--- src/rtl/alu_execute_stage.sv ---
// alu_execute_stage: ID/EX pipeline register, ALU, beq/bne resolution and
// EX/MEM pipeline register of the pipelined RISC-V core.
// Optional feature macro: EX_FORWARD_EN (forward the EX/MEM result to the
// E-stage operands). Without it, operands come only from the ID/EX register.
module alu_execute_stage #(
  parameter int XLEN = 32
) (
  input  logic            clk,
  input  logic            rst_n,
  input  logic            StallE,
  input  logic            FlushE,
  input  logic            ValidD,
  input  logic [2:0]      ALUControlD,
  input  logic [2:0]      funct3D,
  input  logic            BranchD,
  input  logic            RegWriteD,
  input  logic            ALUSrcD,
  input  logic [4:0]      Rs1D,
  input  logic [4:0]      Rs2D,
  input  logic [4:0]      RdD,
  input  logic [XLEN-1:0] RD1D,
  input  logic [XLEN-1:0] RD2D,
  input  logic [XLEN-1:0] ImmExtD,
  input  logic [XLEN-1:0] PCD,
  output logic            ValidM,
  output logic            RegWriteM,
  output logic [4:0]      RdM,
  output logic [XLEN-1:0] ALUResultM,
  output logic [XLEN-1:0] WriteDataM,
  output logic            BranchTakenE,
  output logic [XLEN-1:0] PCTargetE
);

`ifdef EX_FORWARD_EN
  localparam bit FwdEn = 1'b1;
`else
  localparam bit FwdEn = 1'b0;
`endif

  typedef struct packed {
    logic            valid;
    logic            reg_write;
    logic            branch;
    logic            alu_src;
    logic [2:0]      alu_ctl;
    logic [2:0]      funct3;
    logic [4:0]      rs1;
    logic [4:0]      rs2;
    logic [4:0]      rd;
    logic [XLEN-1:0] rd1;
    logic [XLEN-1:0] rd2;
    logic [XLEN-1:0] imm;
    logic [XLEN-1:0] pc;
  } id_ex_t;

  typedef struct packed {
    logic            valid;
    logic            reg_write;
    logic [4:0]      rd;
    logic [XLEN-1:0] alu_result;
    logic [XLEN-1:0] write_data;
  } ex_mem_t;

  id_ex_t  id_ex_d, id_ex_q;
  ex_mem_t ex_mem_d, ex_mem_q;

  logic            fwd_a, fwd_b;
  logic [XLEN-1:0] rd2_fwd;
  logic [XLEN-1:0] src_a, src_b;
  logic [XLEN-1:0] alu_result_e;
  logic            zero_e;

  // ID/EX next value: flush beats stall, stall holds, otherwise capture decode
  always_comb begin
    id_ex_d = id_ex_q;
    if (FlushE) begin
      id_ex_d = '0;
    end else if (!StallE) begin
      id_ex_d.valid     = ValidD;
      id_ex_d.reg_write = RegWriteD;
      id_ex_d.branch    = BranchD;
      id_ex_d.alu_src   = ALUSrcD;
      id_ex_d.alu_ctl   = ALUControlD;
      id_ex_d.funct3    = funct3D;
      id_ex_d.rs1       = Rs1D;
      id_ex_d.rs2       = Rs2D;
      id_ex_d.rd        = RdD;
      id_ex_d.rd1       = RD1D;
      id_ex_d.rd2       = RD2D;
      id_ex_d.imm       = ImmExtD;
      id_ex_d.pc        = PCD;
    end
  end

  // ID/EX register
  always_ff @(posedge clk or negedge rst_n) begin
    if (!rst_n) id_ex_q <= '0;
    else        id_ex_q <= id_ex_d;
  end

  // Operand selection; the M-stage result replaces a stale register value
  // when forwarding is built in (never for x0)
  always_comb begin
    fwd_a = FwdEn & ex_mem_q.valid & ex_mem_q.reg_write & (ex_mem_q.rd != 5'd0)
            & (ex_mem_q.rd == id_ex_q.rs1);
    fwd_b = FwdEn & ex_mem_q.valid & ex_mem_q.reg_write & (ex_mem_q.rd != 5'd0)
            & (ex_mem_q.rd == id_ex_q.rs2);
    src_a   = fwd_a ? ex_mem_q.alu_result : id_ex_q.rd1;
    rd2_fwd = fwd_b ? ex_mem_q.alu_result : id_ex_q.rd2;
    src_b   = id_ex_q.alu_src ? id_ex_q.imm : rd2_fwd;
  end

  // ALU; unused codes yield zero
  always_comb begin
    alu_result_e = '0;
    case (id_ex_q.alu_ctl)
      3'b000:  alu_result_e = src_a + src_b;
      3'b001:  alu_result_e = src_a - src_b;
      3'b010:  alu_result_e = src_a & src_b;
      3'b011:  alu_result_e = src_a | src_b;
      3'b101:  alu_result_e[0] = $signed(src_a) < $signed(src_b);
      default: alu_result_e = '0;
    endcase
  end

  // Branch resolution and target
  always_comb begin
    zero_e       = (alu_result_e == '0);
    BranchTakenE = id_ex_q.valid & id_ex_q.branch &
                   (((id_ex_q.funct3 == 3'b000) & zero_e) |
                    ((id_ex_q.funct3 == 3'b001) & ~zero_e));
    PCTargetE    = id_ex_q.pc + id_ex_q.imm;
  end

  // EX/MEM next value: a stall pushes a bubble into M
  always_comb begin
    ex_mem_d = ex_mem_q;
    if (StallE) begin
      ex_mem_d.valid     = 1'b0;
      ex_mem_d.reg_write = 1'b0;
    end else begin
      ex_mem_d.valid      = id_ex_q.valid;
      ex_mem_d.reg_write  = id_ex_q.reg_write & id_ex_q.valid;
      ex_mem_d.rd         = id_ex_q.rd;
      ex_mem_d.alu_result = alu_result_e;
      ex_mem_d.write_data = rd2_fwd;
    end
  end

  // EX/MEM register
  always_ff @(posedge clk or negedge rst_n) begin
    if (!rst_n) ex_mem_q <= '0;
    else        ex_mem_q <= ex_mem_d;
  end

  assign ValidM     = ex_mem_q.valid;
  assign RegWriteM  = ex_mem_q.reg_write;
  assign RdM        = ex_mem_q.rd;
  assign ALUResultM = ex_mem_q.alu_result;
  assign WriteDataM = ex_mem_q.write_data;

endmodule

--- config.mk ---
export PLATFORM = sky130hd
export DESIGN_NAME = alu_execute_stage
export DESIGN_NICKNAME = d
export VERILOG_FILES = /design/src/rtl/alu_execute_stage.sv
export SDC_FILE = /design/constraint.sdc
export NUM_CORES = 1
export LEC_CHECK = 0
export BUFFER_PORTS_ARGS = -buffer_cell sky130_fd_sc_hd__buf_4
export CORE_AREA = 4 4 171 157
export CTS_CLUSTER_DIAMETER = 80
export DETAILED_ROUTE_END_ITERATION = 10
export DIE_AREA = 0 0 175 161
export PLACE_DENSITY_LB_ADDON = 0.25
export RECOVER_POWER = 50
export SYNTH_ARGS = -nofsm -noshare
export SYNTH_HDL_FRONTEND = slang
export SYNTH_SLANG_ARGS = --single-unit
--- constraint.sdc ---
create_clock -name clk -period 15.9 [get_ports clk]
set_input_delay 1.59 -clock clk [delete_from_list [all_inputs] [get_ports clk]]
set_output_delay 1.59 -clock clk [all_outputs]
set_load 0.1 [all_outputs]
Word level (Yosys, flattened, before mapping). Cells that the tools add are included.

Register bits: 214. Input port bits: 157. Output and inout bits: 104. Word-level logic and storage cells: 44.

Add/subtract/negate cells: 3. Order comparisons: 1. Equal/unequal tests: 6. Muxes and demuxes: 6. Bitwise gates (word level): 9. Reduce and logical (&&, ||, !) cells: 3.

Operators with widths (count): 2-to-1 mux 153 bit (2); case mux 31 bit (4 select lines) (1); adder 32 bit (2); AND 32 bit (1); zero test 32 bit (1); less-than comparator 32 bit (1); 2-to-1 mux 32 bit (1); bitwise OR 32 bit (1); subtractor 32 bit (1); == test 3 x 1 -> 1 bit (second input constant) (2); == test 3 x 2 -> 1 bit (second input constant) (2); zero test 3 bit (2); AND 1 bit (5); case mux 1 bit (5 select lines) (1); == test 3 bit (second input constant) (1); 2-to-1 mux 2 bit (1); inequality test 2 x 1 -> 1 bit (second input constant) (1); inverter 1 bit (1); bitwise OR 1 bit (1).

Depth between registers and ports, before layout. Gate-level depths: netlist (run 1).

Word-level depth: 8. Gate-level depth with buffers: 19. Mapped depth without buffers: 17.

Worst setup path after synthesis (run 1). OpenSTA, ideal clock, no wires.

Path kind: reg-to-output. Start point: reg id_ex_q[149] (netlist bit). End point: out BranchTakenE. Data arrival time: 5.262 ns. Data required time: 14.310 ns. Setup slack: 9.048 ns. Cell stages (with the launch flop): 19. Path buffers: 2. Cell sequence: dfrtp_1 -> clkbuf_1 -> clkbuf_1 -> mux2i_1 -> inv_1 -> ha_1 -> fa_1 -> a211oi_1 -> o21ai_1 -> nand3_1 -> o21ai_1 -> xnor2_1 -> a221oi_1 -> nand4_1 -> or4_1 -> or4_1 -> nor4_1 -> nand4b_1 -> mux2_1.

Cells in the longest elaborated chain, start to end: 8. Elaborated cells between the ends (all ways): 14. Those cells by class: 2 x add/sub; 1 x order compare; 3 x mux; 7 x bitwise; 1 x reduce/logical.

Ends and longest elaborated chain: from (decl) (RTL line 64) `id_ex_t id_ex_d, id_ex_q;`; from (signal assigned) (RTL line 98) `else id_ex_q <= id_ex_d;`; 2-to-1 mux 32 bit * (RTL line 110) `src_b = id_ex_q.alu_src ? id_ex_q.imm : rd2_fwd;`; subtractor 32 bit, or another cell as far along (RTL line 118) `3'b001: alu_result_e = src_a - src_b;`; case mux 1 bit (5 select lines) / case mux 31 bit (4 select lines) (equally long branches) (RTL line 116) `case (id_ex_q.alu_ctl)`; zero test 32 bit * (RTL line 128) `zero_e = (alu_result_e == '0);`; inverter 1 bit (RTL line 131) `((id_ex_q.funct3 == 3'b001) & ~zero_e));`; AND 1 bit (RTL line 131); bitwise OR 1 bit * (RTL line 130) `(((id_ex_q.funct3 == 3'b000) & zero_e) |`; AND 1 bit * (RTL line 129) `BranchTakenE = id_ex_q.valid & id_ex_q.branch &`; to (decl) (RTL line 30) `output logic BranchTakenE,`.

Every way passes the cells marked *; elsewhere a longest branch is shown, timed or not.

Final worst setup path (run 1). Same ends and word-level chain as after synthesis.

==> flow_summary.json, run 1 <==
{
  "status": "finished, violations left",
  "violations": "capacitance limit, slew limit",
  "setup.worst_path.end": "BranchTakenE",
  "cell_at_the_root_of_the_clock_tree": "sky130_fd_sc_hd__clkbuf_16",
  "overflow": 0,
  "start_util_pct": 61.5,
  "cts_resized": 0,
  "synthFlopType": "sky130_fd_sc_hd__dfrtp_1",
  "die_width_um": 175,
  "worst_path_dominant_cell_family": "compound AO/OA/AOI/OAI gates",
  "dp_hpwl_um": 35000,
  "postRouteAntennaNets": 0,
  "worst-endpoint-arrival_ns": 6.70,
  "whs_ns": 0.482,
  "grt.total_usage_pct": 32.4,
  "cts.hold.buffers_added": 0,
  "cts_made_buffers": 25,
  "core_region_area_mm2": 0.0249,
  "crit_path_cell_trace": "mux2i_1 > inv_1 > ha_1 > fa_1 > a211oi_1 > o21ai_1 > nand4_1 > a32oi_1 > a221o_1 > a221oi_2 > a31oi_1 > a211o_1 > or4_1 > nor4_1 > nand4b_1 > mux2_1 > buf_4",
  "cp_num_cells": 17,
  "rr_endpoint": "ALUResultM[28]",
  "post_syn_nets": 1950,
  "yosys-top-cells-count": "sky130_fd_sc_hd__nor2_1, sky130_fd_sc_hd__dfrtp_1, sky130_fd_sc_hd__mux2i_1",
  "finalWirelength_um": 46900,
  "timing.critical_path.slowest_stage_cell": "sky130_fd_sc_hd__dfrtp_2",
  "post_synth_instance_area_mm2": 0.0153,
  "yosysUniqueCellTypes": 82,
  "synth_enable_flop_cells": 0,
  "crit_required_ns": 14.31,
  "reg2regPathDepth": 15,
  "timing.rr.start": "id_ex_q[149]",
  "critical_path_buf_inv_count": 2,
  "ios": 261,
  "period_needed_ns": 8.29,
  "finalNetCount": 2152,
  "port-buffer-count": 250,
  "die_y_um": 161,
  "power_leakage_nw": 9.28,
  "timing.critical_path.from_type": "register",
  "num-fill-cells": 1903,
  "clock.fmax_mhz": 121,
  "synth_area_per_cell_um2": 9.26,
  "synthesized_netlist_cell_count": 1654,
  "clkLatencyLatePin_ns": 0.55,
  "drv_cap": 4,
  "end_kind": "output port",
  "cts_setup_buffers": 0,
  "pins_over_their_slew_limit": 329,
  "first_pass_grt_wire_length_um": 74300,
  "drive_gt1_share_pct": 19.4,
  "r2r_setup_slack_ns": 10.03,
  "drt_drc_violations_left": 0,
  "gp_congestion": 0.975,
  "most_area_hungry_cell_type_in_the_yosys_netlist": "sky130_fd_sc_hd__dfrtp_1",
  "synthDominantCellAreaShare_pct": 35.0,
  "hold_path.class": "register to register",
  "timing.critical_path.from": "id_ex_q[149]",
  "routed-via-count": 13500,
  "ys_async_rst_share_pct": 100,
  "finalSetupTns_ns": 0,
  "ir_worst_vdd_uv": 106,
  "clk_pin_slew_ns": 0.07,
  "yosys_register_bits": 214,
  "cts-root-to-sink-buffers": 3,
  "diodes": 0,
  "first_global_vias": 13600,
  "cts_tree": "yes",
  "total_die_area_mm2": 0.0282,
  "initial_antenna_violation_count": 0,
  "slew-limit-headroom_pct": -320,
  "crit_path_max_incr_delay_ns": 0.78,
  "clock_skew_ns": 0.0212,
  "synth.area.top_cells": "sky130_fd_sc_hd__dfrtp_1, sky130_fd_sc_hd__mux2i_1, sky130_fd_sc_hd__ha_1",
  "avgRoutedWirePerCell_um": 21.2,
  "yosysSeqAreaShare_pct": 35.0,
  "finalCritPeriodShare_pct": 52.1,
  "tightest_slew_ns": 6.31,
  "worst-setup-path-type": "register to output port",
  "setup_viol_count_final": 0,
  "place_ws_ns": 8.38,
  "hold-path-cell-count": 1,
  "grt_setup_unrepaired": "no",
  "placementRows": 55,
  "dr.pass1.iters": 5,
  "timing.critical_path.fanout_max": 19,
  "worst_slack_ns": 7.61,
  "htree_num_levels": 1,
  "maximum_number_of_pins_on_one_net_before_global_route_repair": 110,
  "hold_viol": 0,
  "power_density_mw_per_mm2": 108,
  "areaGrowthSynthToFinish_pct": 18.6,
  "drt-initial-drc-count": 1186,
  "viasPerCell": 6.10,
  "ys.warnings.count": 0,
  "most_common_cell_in_the_netlist": "sky130_fd_sc_hd__nor2_1",
  "tritoncts_num_sinks": 214
}
-- power by group --
group | switching, mW | internal, mW | leakage, nW
Clock | 0.243 | 0.366 | 0.414
Sequential | 0.0379 | 0.590 | 2.82
Combinational | 0.526 | 0.206 | 6.04
-- per-layer routing --
metal,global-route usage [%],wire length [um],part of all wire (%),vias to the layer above
met4,8.50,1190,2.5,0
li1,-,-,-,6294
met3,6.08,3880,8.3,81
met1,45.5,20300,43,6533
met5,0,0,0,-
met2,52.3,21500,46,596
-- cell usage in the layout, fill, tap and decap left out, drive strengths merged, types with 12 or more instances in the layout --
| cell type | count |
|---|---|
| a211oi | 23 |
| a21o | 35 |
| a21oi | 89 |
| a31oi | 14 |
| buf | 245 |
| clkbuf | 47 |
| dfrtp | 214 |
| ha | 136 |
| inv | 121 |
| mux2 | 51 |
| mux2i | 183 |
| nand2 | 74 |
| nand2b | 15 |
| nand3 | 18 |
| nor2 | 239 |
| nor2b | 13 |
| nor3 | 18 |
| nor4 | 12 |
| o211ai | 16 |
| o21ai | 60 |
| o21bai | 12 |
| o221ai | 12 |
| o31ai | 13 |
| xnor2 | 29 |
| xor2 | 14 |
-- kinds of logic after synthesis --
family	synth area share (%)
AOI/OAI and AO/OA	17.0
xor gates and xnor gates	2.46
buffers and inverters	5.20
muxes	15.9
and+or+nand+nor	13.0
adders and majority gates	11.5
DFF	35.0
-- flip-flops by register name, summed over array words and instances (netlist names) --
| name | count |
|---|---|
| id_ex_q | 79 |
| src_a | 32 |
| ALUResultM | 32 |
| ValidM | 1 |
| WriteDataM | 32 |
| rd2_fwd | 32 |
| RegWriteM | 1 |
| RdM | 5 |
-- cell type report --
| cell class | instances | area, um2 | area share (%) |
|---|---|---|---|
| sequential | 214 | 5360 | 29.5 |
| tap | 342 | 428 | 2.35 |
| clock inverter | 14 | 203 | 1.12 |
| clock buffer | 30 | 664 | 3.66 |
| timing repair buffer | 262 | 1900 | 10.5 |
| inverter | 118 | 443 | 2.44 |
| multi-input combinational | 1235 | 9170 | 50.5 |
-- per-stage QoR --
stage | total power, mW | utilization [%] | instances | instance area, um2
2_1_floorplan | 1.16 | - | 1654 | 15300
3_3_place_gp | 1.34 | 69.8 | 2171 | 17400
5_1_grt | 2.05 | 72.9 | 2215 | 18200
3_5_place_dp | 1.36 | 69.8 | 2171 | 17400
6_report | 1.97 | 72.9 | 2215 | 18200
4_1_cts | 1.97 | 73.3 | 2215 | 18300
-- worst min path at each step --
stage	slack, ns	endpoint	from
global placement	0.46	RegWriteM	id_ex_q[151]
finish	0.48	RegWriteM	id_ex_q[151]
detailed placement	0.46	RegWriteM	id_ex_q[151]
global route	0.51	ALUResultM[11]	ALUResultM[11]
floorplan	0.45	RegWriteM	id_ex_q[151]
CTS	0.48	RegWriteM	id_ex_q[151]
Power figures use the tool's default switching activity.
==> inputs of run 2 (changes only) <==
Settings changed: CORE_AREA 4 4 171 157 to 4 4 186 170, DIE_AREA 0 0 175 161 to 0 0 190 174.
Clock period 15.9 ns to 7 ns, I/O delays scaled along.
==> run 2 against run 1 <==
  * The run still ends with capacitance limit, slew limit left
  * Sequential share of layout area fell by 0.16 points
  * Worst setup slack got worse by 7.3 ns
  * Die area increased by 17%
  * Final area rose by 0.56%
  * Cell count increased by 3.0%
  * Non-clock buffer count increased by 3
  * Via count down 1.8%
  * Clock-buffer cell count is 6 higher
  * Highest routed layer unchanged
==> flow_summary.json, run 2 (synthesis results as in run 1) <==
{
  "crit_path_cell_trace": "buf_12 > mux2i_2 > ha_1 > nor2b_1 > a211oi_2 > o221ai_1 > o31ai_2 > nor2_1 > a221oi_1 > a41oi_1 > or4_1 > or4_1 > nor4_1 > nand4b_1 > mux2_1 > buf_4",
  "hold_path.class": "input pin to register",
  "r2r_setup_slack_ns": 2.14,
  "largest_register": "id_ex_q",
  "cell_at_the_root_of_the_clock_tree": "sky130_fd_sc_hd__clkbuf_16",
  "initial_antenna_violation_count": 0,
  "start_util_pct": 51.7,
  "cts_made_buffers": 25,
  "clock_skew_ns": 0.00839,
  "die_y_um": 174,
  "cts_tree": "yes",
  "cts.hold.buffers_added": 0,
  "cp_common_cell": "sky130_fd_sc_hd__or4_1",
  "total_die_area_mm2": 0.0331,
  "gp_congestion": 0.979,
  "core_region_area_mm2": 0.0297,
  "power_leakage_nw": 9.24,
  "ir_worst_vdd_uv": 232,
  "multi_input_comb_area_mm2": 0.00924,
  "hold_path.startpoint": "PCD[3]",
  "routed-via-count": 13300,
  "dp_hpwl_um": 35100,
  "clk_pin_slew_ns": 0.06,
  "drt_drc_violations_left": 0,
  "end_kind": "output port",
  "layout.cell_area.non_filler_mm2": 0.0183,
  "postRouteAntennaNets": 0,
  "worst-endpoint-arrival_ns": 6.02,
  "htree_num_levels": 1,
  "num-fill-cells": 2585,
  "timing.critical_path.slowest_stage_cell": "sky130_fd_sc_hd__or4_1",
  "first_pass_grt_wire_length_um": 73000,
  "finalWirelength_um": 46700,
  "worst-setup-path-type": "register to output port",
  "tritoncts_num_sinks": 214,
  "drt-initial-drc-count": 1140,
  "timing.critical_path.from": "id_ex_q[149]",
  "dr.pass1.iters": 7,
  "dpl_cell_area_mm2": 0.0175,
  "timing.critical_path.fanout_max": 26,
  "port-buffer-count": 250,
  "areaGrowthSynthToFinish_pct": 19.3,
  "clock.fmax_mhz": 149,
  "finalCritPeriodShare_pct": 95.9,
  "finalSetupTns_ns": 0,
  "period_needed_ns": 6.72,
  "overflow": 0,
  "avgRoutedWirePerCell_um": 20.5,
  "slew-limit-headroom_pct": -237,
  "crit_required_ns": 6.30,
  "status": "finished, violations left",
  "timing.critical_path.from_type": "register",
  "mostFrequentLayoutCells": "sky130_fd_sc_hd__buf_4, sky130_fd_sc_hd__nor2_1, sky130_fd_sc_hd__dfrtp_1",
  "diodes": 0,
  "timing.rr.start": "id_ex_q[149]",
  "ios": 261,
  "drv_cap": 4,
  "finalNetCount": 2155,
  "die_width_um": 190,
  "maximum_number_of_pins_on_one_net_before_global_route_repair": 141,
  "cts-root-to-sink-buffers": 3,
  "tightest_slew_ns": 5.05,
  "final-seq-area_mm2": 0.00536,
  "pins_over_their_slew_limit": 308,
  "viasPerCell": 5.81,
  "grt.total_usage_pct": 27.2,
  "reg2regPathDepth": 16,
  "largest_reg_flops": 79,
  "hold-path-cell-count": 3,
  "first_global_vias": 13200,
  "power_density_mw_per_mm2": 240,
  "crit_path_max_incr_delay_ns": 0.58,
  "drive_gt1_share_pct": 19.8,
  "layout.cells.most_common": "sky130_fd_sc_hd__buf_4",
  "clkLatencyLatePin_ns": 0.55,
  "grt_setup_unrepaired": "no",
  "hold_viol": 0,
  "placementRows": 60,
  "violations": "capacitance limit, slew limit",
  "setup_viol_count_final": 0
}
run 2: changes by cell type in the layout (fill, tap and decap cells not counted), moves of 2 or more:
| cell | previous run | this run |
|---|---|---|
| sky130_fd_sc_hd__mux2i_2 | 0 | 9 |
| sky130_fd_sc_hd__buf_12 | 0 | 2 |
| sky130_fd_sc_hd__clkbuf_2 | 0 | 2 |
| sky130_fd_sc_hd__buf_4 | 245 | 237 |
| sky130_fd_sc_hd__ha_2 | 0 | 3 |
| sky130_fd_sc_hd__clkbuf_1 | 20 | 33 |
| sky130_fd_sc_hd__bufinv_16 | 4 | 2 |
| sky130_fd_sc_hd__inv_6 | 2 | 0 |
| sky130_fd_sc_hd__ha_1 | 136 | 133 |
| sky130_fd_sc_hd__mux2i_1 | 183 | 174 |
run 2: worst paths after layout:
path                             endpoint
setup / recovery             BranchTakenE
hold / removal                 id_ex_q[3]
setup reg to reg           ALUResultM[28]
hold reg to reg                 RegWriteM
max in group asynchronous       src_a[18]
min in group asynchronous        src_a[0]
run 2: worst max-delay path, delay by kind of cell (launching register included):
kind	cells	cell delay, ns
simple gates	6	2.00
compound gates	5	1.30
buf+inv	2	0.50
fa+ha+maj	1	0.41
mux	2	0.68
flops	1	0.52
run 2: area by class of cell:
type | instances | share of cell area [%]
inverters | 118 | 2.42
well taps | 403 | 2.76
multi-input cells | 1235 | 50.6
clock buffers | 36 | 3.76
repair buffers | 265 | 10.5
flip-flops and latches | 214 | 29.3
clock inverters | 10 | 0.685
run 2: metal layers:
layer / part of all wire [%] / global-route usage [%] / wire length (um) / vias up
li1: - / - / - / 6299
met1: 46 / 39.9 / 21300 / 6402
met4: 2.2 / 5.42 / 1020 / 0
met3: 8.6 / 6.14 / 4000 / 57
met5: 0 / 0 / 0 / -
met2: 44 / 41.7 / 20300 / 506
run 2: through the flow:
step / utilization [%] / hold slack (ns) / total power [mW] / setup slack, ns / cells
finish: 61.6 / 0.390 / 4.38 / 0.284 / 2281
global route: 61.6 / 0.384 / 4.57 / 0.0538 / 2281
CTS: 61.7 / 0.120 / 4.40 / 0.110 / 2279
detailed placement: 58.9 / 0.475 / 3.09 / 0.646 / 2233
global placement: 58.9 / 0.460 / 3.07 / 0.735 / 2233
floorplan: - / 0.404 / 2.64 / 1.04 / 1654
run 2: repair_timing:
item,in CTS,in global routing
pin swaps,0,1
resized for setup,1,20
setup buffers,0,2
endpoints found under the setup margin,1,1
run 2: where the power goes:
part           internal [mW]  switching [mW]
clock                  0.761           0.539
sequential              1.34          0.0873
combinational          0.467            1.19
